==> src/rtl/joybus_rx.sv <==
// Joybus (Gamecube controller) single-wire receiver.
// Samples the raw open-drain data pad, measures the low time of each bit cell
// and delivers a complete frame (console command or controller report) as a
// right-aligned parallel word once the line has stayed high long enough.
//
// Ports
//   CLOCK_50     system clock, all logic on its rising edge
//   RESET_N      asynchronous active-low reset
//   data_in      raw joybus pad (idles high, asynchronous)
//   frame_valid  one-cycle pulse, good frame in frame_data/frame_bits
//   frame_data   received data bits, first bit received is the MSB
//   frame_bits   number of valid bits in frame_data
//   frame_err    one-cycle pulse, frame aborted
//   err_code     1 stuck low, 2 bad stop bit, 3 overflow
//   busy         frame in progress
//
// state     | meaning
// WAIT_HIGH | after reset / stuck-low, wait for the line to be high
// IDLE      | line high, waiting for the first falling edge
// LOW       | timing the low phase of a bit cell
// HIGH      | timing the high phase; long enough high ends the frame
module joybus_rx #(
   parameter int THRESH   = 100,
   parameter int LOW_MAX  = 250,
   parameter int TIMEOUT  = 400,
   parameter int MAX_BITS = 64
) (
   input  logic                              CLOCK_50,
   input  logic                              RESET_N,
   input  logic                              data_in,
   output logic                              frame_valid,
   output logic [MAX_BITS-1:0]               frame_data,
   output logic [$clog2(MAX_BITS+1)-1:0]     frame_bits,
   output logic                              frame_err,
   output logic [1:0]                        err_code,
   output logic                              busy
);

   localparam int LW = $clog2(LOW_MAX+1);
   localparam int HW = $clog2(TIMEOUT+1);
   localparam int BW = $clog2(MAX_BITS+1);
   localparam int CW = $clog2(MAX_BITS+3);

   typedef enum logic [1:0] {
      WAIT_HIGH = 2'd0,
      IDLE      = 2'd1,
      LOW       = 2'd2,
      HIGH      = 2'd3
   } state_t;

   state_t            state, state_nxt;
   logic              sync1, sync2, sync_d;
   logic              fall, rise;
   logic [LW-1:0]     low_cnt, low_nxt, low_inc;
   logic [HW-1:0]     high_cnt, high_nxt, high_inc;
   logic [CW-1:0]     bit_cnt;
   logic [MAX_BITS:0] shift_reg;
   logic              new_bit;
   logic              shift_en, end_frame, err_stuck;

   // Two-flop synchronizer plus one delayed copy for edge detection.
   // All reset high so the idle line does not look like an edge.
   always_ff @(posedge CLOCK_50 or negedge RESET_N) begin
      if (!RESET_N) begin
         sync1  <= 1'b1;
         sync2  <= 1'b1;
         sync_d <= 1'b1;
      end else begin
         sync1  <= data_in;
         sync2  <= sync1;
         sync_d <= sync2;
      end
   end

   assign fall = sync_d & ~sync2;
   assign rise = ~sync_d & sync2;

   always_ff @(posedge CLOCK_50 or negedge RESET_N) begin
      if (!RESET_N) begin
         state    <= WAIT_HIGH;
         low_cnt  <= '0;
         high_cnt <= '0;
      end else begin
         state    <= state_nxt;
         low_cnt  <= low_nxt;
         high_cnt <= high_nxt;
      end
   end

   always_comb begin
      state_nxt = state;
      low_nxt   = low_cnt;
      high_nxt  = high_cnt;
      shift_en  = 1'b0;
      end_frame = 1'b0;
      err_stuck = 1'b0;
      low_inc   = (low_cnt == LW'(LOW_MAX)) ? low_cnt : low_cnt + 1'b1;
      high_inc  = (high_cnt == HW'(TIMEOUT)) ? high_cnt : high_cnt + 1'b1;
      // Judge the bit on the incremented count so that it equals the number
      // of cycles the line was low (a 100-cycle low decodes as 0).
      new_bit   = (low_inc < LW'(THRESH));
      case (state)
         WAIT_HIGH: begin
            if (sync2) state_nxt = IDLE;
         end
         IDLE: begin
            if (fall) begin
               state_nxt = LOW;
               low_nxt   = '0;
            end
         end
         LOW: begin
            low_nxt = low_inc;
            if (rise) begin
               shift_en  = 1'b1;
               state_nxt = HIGH;
               high_nxt  = '0;
            end else if (low_inc == LW'(LOW_MAX)) begin
               err_stuck = 1'b1;
               state_nxt = WAIT_HIGH;
            end
         end
         HIGH: begin
            high_nxt = high_inc;
            if (fall) begin
               state_nxt = LOW;
               low_nxt   = '0;
            end else if (high_inc == HW'(TIMEOUT)) begin
               end_frame = 1'b1;
               state_nxt = IDLE;
            end
         end
         default: state_nxt = WAIT_HIGH;
      endcase
   end

   always_ff @(posedge CLOCK_50 or negedge RESET_N) begin
      if (!RESET_N) begin
         bit_cnt     <= '0;
         shift_reg   <= '0;
         frame_valid <= 1'b0;
         frame_err   <= 1'b0;
         frame_data  <= '0;
         frame_bits  <= '0;
         err_code    <= 2'd0;
         busy        <= 1'b0;
      end else begin
         frame_valid <= 1'b0;
         frame_err   <= 1'b0;
         busy        <= (state_nxt != IDLE);
         if (shift_en) begin
            // Bits past MAX_BITS+1 are dropped; bit_cnt still flags overflow.
            if (bit_cnt <= CW'(MAX_BITS))
               shift_reg <= {shift_reg[MAX_BITS-1:0], new_bit};
            if (bit_cnt != CW'(MAX_BITS+2))
               bit_cnt <= bit_cnt + 1'b1;
         end
         if (err_stuck) begin
            frame_err <= 1'b1;
            err_code  <= 2'd1;
            bit_cnt   <= '0;
            shift_reg <= '0;
         end
         if (end_frame) begin
            if (bit_cnt > CW'(MAX_BITS+1)) begin
               frame_err <= 1'b1;
               err_code  <= 2'd3;
            end else if (!shift_reg[0]) begin
               frame_err <= 1'b1;
               err_code  <= 2'd2;
            end else begin
               frame_valid <= 1'b1;
               frame_bits  <= BW'(bit_cnt - 1'b1);
               frame_data  <= shift_reg[MAX_BITS:1];
            end
            bit_cnt   <= '0;
            shift_reg <= '0;
         end
      end
   end

endmodule

==> config.mk <==
export PLATFORM = sky130hd
export DESIGN_NAME = joybus_rx
export DESIGN_NICKNAME = d
export VERILOG_FILES = /design/src/rtl/joybus_rx.sv
export SDC_FILE = /design/constraint.sdc
export NUM_CORES = 1
export LEC_CHECK = 0
export CORE_MARGIN = 3
export CORE_UTILIZATION = 52
export CTS_CLUSTER_SIZE = 25
export DETAILED_ROUTE_END_ITERATION = 6
export PLACE_DENSITY = 0.77
export SLEW_MARGIN = 10
export SYNTH_ARGS = -nofsm -noshare
export SYNTH_HDL_FRONTEND = slang
export SYNTH_SLANG_ARGS = --single-unit
export TNS_END_PERCENT = 10
==> constraint.sdc <==
create_clock -name CLOCK_50 -period 2.35 [get_ports CLOCK_50]
set_input_delay 0.705 -clock CLOCK_50 [delete_from_list [all_inputs] [get_ports CLOCK_50]]
set_output_delay 0.705 -clock CLOCK_50 [all_outputs]
set_load 0.01 [all_outputs]
==> results.cfg, run 1 <==
[timing]
maxSlewHeadroom = 0.614
tns_ns = -16.10
fmax_mhz = 383
post-route-min-period_ns = 2.61
finalSetupViolCount = 71
skew_ns = 0.00816
maxSlewViolCount = 0
hold_viol = 0
tightest_slew_ns = 0.580
min_period_over_period = 1.11
rsz0062_at_grt = true
layout_setup_ws_ns = -0.264

[route]
dr.pass1.iters = 5
wl_per_cell_um = 19.5
drt_iter0_drc = 349
drtAntennaViolNets = 0
route.vias.total = 5357
viasPerCell = 5.83
wirelength_um = 17900
route.detailed.drc = 0

[yosys]
synth_common_cells = dfrtp_1, nor3_1, mux2_4, mux2i_1, clkbuf_1
yosysMostFrequentCell = dfrtp_1
synthArstFlopShare = 1.00
synth_cell_types = 61
netlist_area_um2 = 7910
synth.avg_cell_area_um2 = 12.9
yosys_warnings = 0
netlist.area_leader.share = 0.528
synth_nets = 627
synth_top_area_cell = dfrtp_1
synth-seq-cells = 170
synthCells = 615
ys.flop_type = dfrtp_1
synth_area_leaders = dfrtp_1, mux2_4, mux2i_1
synth_edf_count = 0
yosysSeqAreaShare = 0.538

[worst_setup_path]
crit_slowest_cell = or4_4
crit_type = register to register
cp_cell_sequence = ha_4 -> xor2_1 -> nand3_1 -> a211o_1 -> or4_4 -> clkbuf_16 -> mux2_4
critPathBufInv = 1
path_max_fanout = 21
ff2ff_setup_slack_ns = -0.26
start_kind = register
cp_slowest_stage_delay_ns = 0.64
cp.required_ns = 2.66
arrival_ns = 2.93
r2r-end = frame_data[4]$_DFFE_PN0P_
end_kind = register
rr_startpoint = high_cnt[0]$_DFFE_PN0P_
worstRegToRegCells = 7
path_delay_family = simple AND/OR/NAND/NOR gates

[floorplanning]
initial_core_util = 0.538
pin_count = 79
dieHeight_um = 129
die_w_um = 129
row_count = 44
coreArea_um2 = 14700
dieArea_um2 = 16700

[cts]
cts_tree = done
h-tree-depth = 4
numCtsBuffers = 17
clockRootBuffer = clkbuf_16
clk_latency_ns = 0.43
cts.sinks = 170
clkTransAtPathRegs_ns = 0.07
clockBufferDepth = 2

[placed_design]
placed_cell_area_um2 = 9090
routabilityCongestion = 0.846
io_buffers = 78
dp_hpwl_um = 10700

[cells_and_area]
fin_area_um2 = 10100
drive_gt1_frac = 0.254
nFillCells = 981
largest_reg_flops = 65
syn_to_final_growth_pct = 27.3
diodes = 0
nets = 734

[global_route]
grt_max_degree = 54
grt_pass1_vias = 5374
track_usage = 0.205
grt_pass1_wl_um = 27100
antenna_found_initial = 0
grt.overflow.total = 0

[power_and_ir_drop]
power_density_nw_per_um2 = 775
power_leakage_uw = 0.00475
vdd_drop_max_mv = 0.538

[flow_run]
maxCapViolations = 0

[min_path]
min_path_type = input pin to async pin

[status]
violations = negative setup slack
status = complete, but fails checks
==> what timing repair did <==
item / in CTS / in global routing
pin swaps: 1 / 7
gates cloned: 0 / 6
resized for setup: 3 / 29
setup buffers: 0 / 8
hold buffers: 0 / 0
setup endpoints to repair: 120 / 147
==> power breakdown <==
| group | internal (µW) | total [µW] | switching (µW) |
|---|---|---|---|
| registers | 3100 | 3320 | 220 |
| logic | 621 | 1390 | 768 |
| clock network | 1930 | 3090 | 1160 |
==> routing by layer <==
layer  vias up  track usage  share of wire
li1       2424            -              -
met1      2722        0.267           0.42
met2       174        0.339           0.50
met3        37       0.0400          0.046
met4         0       0.0797          0.026
met5         -            0              0
==> final cells by class <==
cell class | instances | area (µm²) | area share
Clock buffer | 19 | 443 | 0.0440
Tap cell | 184 | 230 | 0.0229
Timing Repair Buffer | 130 | 1420 | 0.141
Clock inverter | 13 | 215 | 0.0214
Sequential cell | 170 | 4270 | 0.424
Multi-Input combinational cell | 391 | 3450 | 0.343
Inverter | 12 | 45.0 | 0.00448
==> placed cells by master, fill, tap and decap left out, types with 3 or more instances in the layout <==
master	netlist	final
nor2b_1	4	3
and2_1	3	3
nand2b_1	6	6
xor2_1	10	10
nor4_4	2	3
dfrtp_1	167	160
nand4_1	7	7
o21ai_0	19	19
clkbuf_16	0	22
nor3_1	74	73
dfrtp_2	0	7
buf_12	7	9
bufinv_16	0	5
xnor2_1	8	8
a22o_1	3	3
clkdlybuf4s50_1	0	77
inv_2	1	3
inv_6	0	3
clkinv_4	0	3
mux2i_1	66	66
nand2_1	21	21
buf_4	1	33
buf_6	1	3
a21oi_1	11	11
mux2_4	68	70
dfstp_2	3	3
nand3_1	9	9
nor2_1	15	15
and3_1	7	6
inv_1	11	9
ha_1	9	6
o31ai_1	4	4
==> how the worst max path moves through the flow <==
stage	start	to	slack [ns]	cells past startpoint
after floorplan	high_cnt[0]$_DFFE_PN0P_	frame_bits[3]$_DFFE_PN0P_	-0.03	8
after global placement	high_cnt[1]$_DFFE_PN0P_	frame_bits[2]$_DFFE_PN0P_	-0.02	7
after detailed placement	high_cnt[1]$_DFFE_PN0P_	frame_bits[0]$_DFFE_PN0P_	-0.12	7
after CTS	high_cnt[0]$_DFFE_PN0P_	frame_bits[0]$_DFFE_PN0P_	-0.12	8
after global routing	high_cnt[0]$_DFFE_PN0P_	frame_data[4]$_DFFE_PN0P_	-0.31	7
final	high_cnt[0]$_DFFE_PN0P_	frame_data[4]$_DFFE_PN0P_	-0.26	7
==> logic make-up after synthesis <==
family                     after synthesis  synth area share
DFF                                    170             0.538
xor gates and xnor gates                18            0.0199
adders and majority gates                9            0.0142
buffers and inverters                   54            0.0430
and+or+nand+nor                        164             0.113
AOI/OAI and AO/OA                       64            0.0554
muxes                                  136             0.216
==> stage by stage <==
| stage | hold slack [ns] | total power, µW | utilization | std cells | setup WS [ns] |
|---|---|---|---|---|---|
| floorplan | 0.345 | 4080 | - | 615 | -0.0267 |
| global placement | 0.348 | 4500 | 0.619 | 873 | -0.0217 |
| detailed placement | 0.347 | 4560 | 0.619 | 873 | -0.122 |
| CTS | 0.167 | 7660 | 0.664 | 905 | -0.119 |
| global route | 0.176 | 8110 | 0.685 | 919 | -0.310 |
| finish | 0.173 | 7800 | 0.685 | 919 | -0.264 |
Power figures use the tool's default switching activity.
==> run 2, diff against run 1 <==
Clock period 2.35 ns to 2.4 ns, I/O delays scaled along.
==> run 2 against run 1 <==
  * The flow still finishes with violations (negative setup slack)
  * Sequential share of layout area increased by 0.56 points
  * Register-to-register slack better by 0.16 ns
  * Utilization decreased by 0.99 points
  * Worst hold slack gained 0.072 ns
  * Maximum frequency is 4.4% higher
  * Largest power group unchanged
==> results.cfg, run 2 (same netlist as run 1, synthesis figures left out) <==
[status]
status = complete, but fails checks
violations = negative setup slack

[timing]
min_period_over_period = 1.04
tns_ns = -5.19
tightest_slew_ns = 0.666
fmax_mhz = 399
post-route-min-period_ns = 2.50
finalSetupViolCount = 70
skew_ns = 0.00570
rsz0062_at_grt = true
maxSlewHeadroom = 0.553
maxSlewViolCount = 0
layout_setup_ws_ns = -0.104
hold_viol = 0

[flow_run]
maxCapViolations = 0

[worst_setup_path]
cp_cell_sequence = ha_4 -> xor2_1 -> nand3_1 -> a211o_1 -> or4_4 -> buf_12 -> mux2_4
path_delay_family = simple AND/OR/NAND/NOR gates
arrival_ns = 2.81
crit_slowest_cell = or4_4
critPathBufInv = 1
ff2ff_setup_slack_ns = -0.10
rr_startpoint = high_cnt[0]$_DFFE_PN0P_
start_kind = register
cp.required_ns = 2.71
crit_type = register to register
end_kind = register
cp_slowest_stage_delay_ns = 0.64
path_max_fanout = 24
startpoint = high_cnt[0]$_DFFE_PN0P_

[cts]
cts_tree = done
h-tree-depth = 4
numCtsBuffers = 17
clk_latency_ns = 0.42
clockRootBuffer = clkbuf_16
cts.sinks = 170
clockBufferDepth = 2
clkTransAtPathRegs_ns = 0.06

[global_route]
track_usage = 0.201
grt_pass1_wl_um = 26700
grt_pass1_vias = 5339
gr-usage-met3 = 0.0458
gr-max-usage-layer = met2
grt.overflow.total = 0
antenna_found_initial = 0
grt.met2_usage = 0.321
grt_max_degree = 74
gr-usage-met1 = 0.271

[placed_design]
dp_slack_ns = -0.154
place_inst = 881
routabilityCongestion = 0.890
io_buffers = 78
placed_cell_area_um2 = 9130
dp_hpwl_um = 10300

[route]
drt_iter0_drc = 302
viasPerCell = 5.55
route.vias.total = 5116
wirelength_um = 16000
drtAntennaViolNets = 0
wl_per_cell_um = 17.4
route.detailed.drc = 0
dr.pass1.iters = 5

[cells_and_area]
largest_reg_flops = 65
nFillCells = 1009
drive_gt1_frac = 0.247
final_cell_mix = dfrtp_1, clkdlybuf4s50_1, nor3_1
syn_to_final_growth_pct = 25.4
nets = 737
mostFrequentLayoutCell = dfrtp_1
finalNonFillerCells = 921
diodes = 0
fin_area_um2 = 9920

[floorplanning]
dieArea_um2 = 16700
dieHeight_um = 129
pin_count = 79
initial_core_util = 0.538
die_w_um = 129
coreArea_um2 = 14700
row_count = 44

[power_and_ir_drop]
power_density_nw_per_um2 = 732
power_uw = 7260
power_leakage_uw = 0.00470
vdd_drop_max_mv = 0.479

[min_path]
min_path_type = input pin to async pin
[run 2: worst register-to-register path: cells and delay by family, from the launching register on]
family | cells | cell delay (ns)
XOR/XNOR | 1 | 0.13
multiplexers | 1 | 0.33
flip-flops | 1 | 0.47
AND/OR/NAND/NOR | 2 | 0.73
buffers and inverters | 1 | 0.23
adder cells (fa/ha/maj) | 1 | 0.21
AO/OA/AOI/OAI | 1 | 0.29
[run 2: layout make-up]
| class | count | area, µm² | share of cell area |
|---|---|---|---|
| flip-flops and latches | 170 | 4260 | 0.429 |
| multi-input cells | 391 | 3430 | 0.346 |
| repair buffers | 133 | 1360 | 0.137 |
| clock buffers | 22 | 484 | 0.0488 |
| well taps | 184 | 230 | 0.0232 |
| clock inverters | 9 | 111 | 0.0112 |
| inverters | 12 | 45.0 | 0.00454 |
[run 2: final timing paths]
kind | cells after the start | endpoint
setup / recovery | 7 | frame_data[57]$_DFFE_PN0P_
min in group CLOCK_50 | 0 | sync2$_DFF_PN1_
hold reg to reg | 0 | sync2$_DFF_PN1_
setup reg to reg | 7 | frame_data[57]$_DFFE_PN0P_
max in group asynchronous | 2 | shift_reg[21]$_DFFE_PN0P_
hold / removal | 1 | frame_data[36]$_DFFE_PN0P_
[run 2: metrics by stage]
step	hold slack [ns]	utilization
6_report	0.245	0.675
5_1_grt	0.266	0.675
4_1_cts	0.253	0.663
3_5_place_dp	0.347	0.621
3_3_place_gp	0.348	0.621
2_1_floorplan	0.345	-
[run 2: what timing repair did]
action / 4_1_cts / 5_1_grt
hold endpoints to repair: 0 / 0
resized for setup: 3 / 13
cloned: 0 / 2
hold buffers: 0 / 0
pin swaps: 0 / 5
setup endpoints to repair: 69 / 145
setup buffers: 1 / 6
[run 2: power breakdown]
part	switching, µW	internal [µW]
clock	1100	1640
combinational	691	585
sequential	210	3030
total	2000	5260
[run 2: per-layer routing]
| layer | wire, µm | vias to the layer above |
|---|---|---|
| met5 | 0 | - |
| met4 | 308 | 0 |
| met3 | 477 | 23 |
| met2 | 7850 | 99 |
| met1 | 7360 | 2558 |
| li1 | - | 2436 |
==> run 3, diff against run 2 <==
Settings changed: SETUP_SLACK_MARGIN from default to 0.15.
==> run 3 against run 2 <==
  * The flow still finishes with violations (negative setup slack)
  * Global-route usage down 0.056 points
  * Clock skew up 0.0017 ns
  * Via count grew 1.5%
  * Power is 4.5% lower
  * Worst hold slack gained 0.0085 ns
  * Critical path depth is 1 lower
  * Non-clock buffer count shrank 18
  * Clock power shrank 10%
  * Wire length is 3.6% higher
  * Die area stayed put
  * Sequential cell count is the same
  * Critical endpoint is now frame_data[28]$_DFFE_PN0P_
==> results.cfg, run 3 (same netlist as run 1, synthesis figures left out) <==
[floorplanning]
coreArea_um2 = 14700
row_count = 44
initial_core_util = 0.538
dieArea_um2 = 16700
dieHeight_um = 129
pin_count = 79
die_w_um = 129

[placed_design]
dp_slack_ns = -0.100
dp_hpwl_um = 10500
routabilityCongestion = 0.831
io_buffers = 78

[worst_setup_path]
path_max_fanout = 20
ff2ff_setup_slack_ns = -0.11
cp_slowest_stage_delay_ns = 0.62
cp_cell_sequence = and3_1 -> a311oi_2 -> o221ai_2 -> or4_4 -> clkbuf_16 -> mux2_4
crit_slowest_cell = or4_4
r2r-end = frame_data[28]$_DFFE_PN0P_
arrival_ns = 2.82
start_kind = register
end_kind = register
path_delay_family = simple AND/OR/NAND/NOR gates
cp.depth = 6
cp.required_ns = 2.71
crit_type = register to register
rr_startpoint = high_cnt[0]$_DFFE_PN0P_
worstRegToRegCells = 6
critPathBufInv = 1

[power_and_ir_drop]
power_frac_comb = 0.174
clkPwrFrac = 0.355
p_sw_uw = 2000
vdd_drop_max_mv = 0.515
p_seq_frac = 0.471
power_density_nw_per_um2 = 711
switching_share = 0.289
power_leakage_uw = 0.00459
p_int_uw = 4930

[cells_and_area]
nFillCells = 1044
diodes = 0
syn_to_final_growth_pct = 23.4
drive_gt1_frac = 0.238
largest_reg_flops = 65
utilization = 0.664
nets = 719
final_cell_mix = dfrtp_1, clkdlybuf4s50_1, nor3_1
mostFrequentLayoutCell = dfrtp_1

[cts]
clockRootBuffer = clkbuf_16
numCtsBuffers = 17
clk_latency_ns = 0.43
cts_tree = done
cts.sinks = 170
clockBufferDepth = 2
clkTransAtPathRegs_ns = 0.06
h-tree-depth = 4

[route]
wl_per_cell_um = 18.3
wirelength_um = 16600
route.vias.total = 5192
drt_iter0_drc = 306
viasPerCell = 5.74
dr.pass1.iters = 6
drtAntennaViolNets = 0
route.detailed.drc = 0

[global_route]
track_usage = 0.200
grt_pass1_wl_um = 26600
antenna_found_initial = 0
grt_pass1_vias = 5301
grt_max_degree = 60
grt.overflow.total = 0

[status]
status = complete, but fails checks
violations = negative setup slack

[timing]
tns_ns = -6.20
fmax_mhz = 398
rsz0062_at_grt = true
skew_ns = 0.00743
hold_viol = 0
min_period_over_period = 1.05
maxSlewViolCount = 0
finalSetupViolCount = 70
maxSlewHeadroom = 0.593
layout_setup_ws_ns = -0.114
post-route-min-period_ns = 2.51
tightest_slew_ns = 0.607

[flow_run]
maxCapViolations = 0

[min_path]
min_path_type = input pin to async pin
run 3: cell types whose count changed in the layout (fill, tap and decap cells not counted), moves of 3 or more:
cell / change
dfrtp_1: -5
inv_2: +3
dfrtp_2: +5
inv_1: -3
clkinv_2: +3
buf_4: -21
run 3: what timing repair did:
action                                  in CTS  in global routing
endpoints found under the setup margin     145                147
hold endpoints to repair                     0                  0
resized for setup                            7                 17
hold buffers                                 0                  0
setup buffers                                1                  2
pin swaps                                    4                  4
cloned                                       0                  3
run 3: layer usage:
| layer | part of all wire | GRT usage | up-vias |
|---|---|---|---|
| met3 | 0.050 | 0.0416 | 25 |
| met4 | 0.020 | 0.0834 | 0 |
| li1 | - | - | 2402 |
| met5 | 0 | 0 | - |
| met2 | 0.51 | 0.320 | 166 |
| met1 | 0.42 | 0.267 | 2599 |
run 3: how the worst max path moves through the flow:
stage,startpoint,endpoint
finish,high_cnt[0]$_DFFE_PN0P_,frame_data[28]$_DFFE_PN0P_
global route,high_cnt[0]$_DFFE_PN0P_,frame_data[3]$_DFFE_PN0P_
CTS,high_cnt[0]$_DFFE_PN0P_,frame_bits[0]$_DFFE_PN0P_
detailed placement,high_cnt[1]$_DFFE_PN0P_,frame_bits[0]$_DFFE_PN0P_
global placement,high_cnt[0]$_DFFE_PN0P_,frame_bits[0]$_DFFE_PN0P_
floorplan,high_cnt[0]$_DFFE_PN0P_,frame_bits[3]$_DFFE_PN0P_
run 3: per-stage QoR:
step	cell area (µm²)	hold slack, ns	total power, µW	std cells
after floorplan	7950	0.345	4000	615
after global placement	9030	0.348	4350	866
after detailed placement	9030	0.348	4400	866
after CTS	9600	0.274	6880	899
after global routing	9760	0.291	7280	904
final	9760	0.253	6940	904
run 3: worst register-to-register path: cells and delay by family (launching register included):
family / cells / cell delay (ns)
AO/OA/AOI/OAI: 2 / 0.51
AND/OR/NAND/NOR: 2 / 0.85
flip-flops: 1 / 0.46
buffers and inverters: 1 / 0.27
multiplexers: 1 / 0.32
run 3: cell type report:
cell class	count	area, µm²	share of cell area
repair buffers	115	1250	0.128
clock buffers	21	460	0.0472
multi-input cells	391	3430	0.351
clock inverters	11	73.8	0.00757
flip-flops and latches	170	4270	0.437
inverters	12	45.0	0.00462
well taps	184	230	0.0236
run 3: power by group through the flow:
stage | Clock (µW) | Sequential (µW) | Combinational [µW]
5_1_grt | 2650 | 3300 | 1340
3_3_place_gp | 0 | 3280 | 1070
4_1_cts | 2510 | 3240 | 1130
3_5_place_dp | 0 | 3290 | 1100
6_report | 2460 | 3270 | 1200
2_1_floorplan | 0 | 3210 | 791
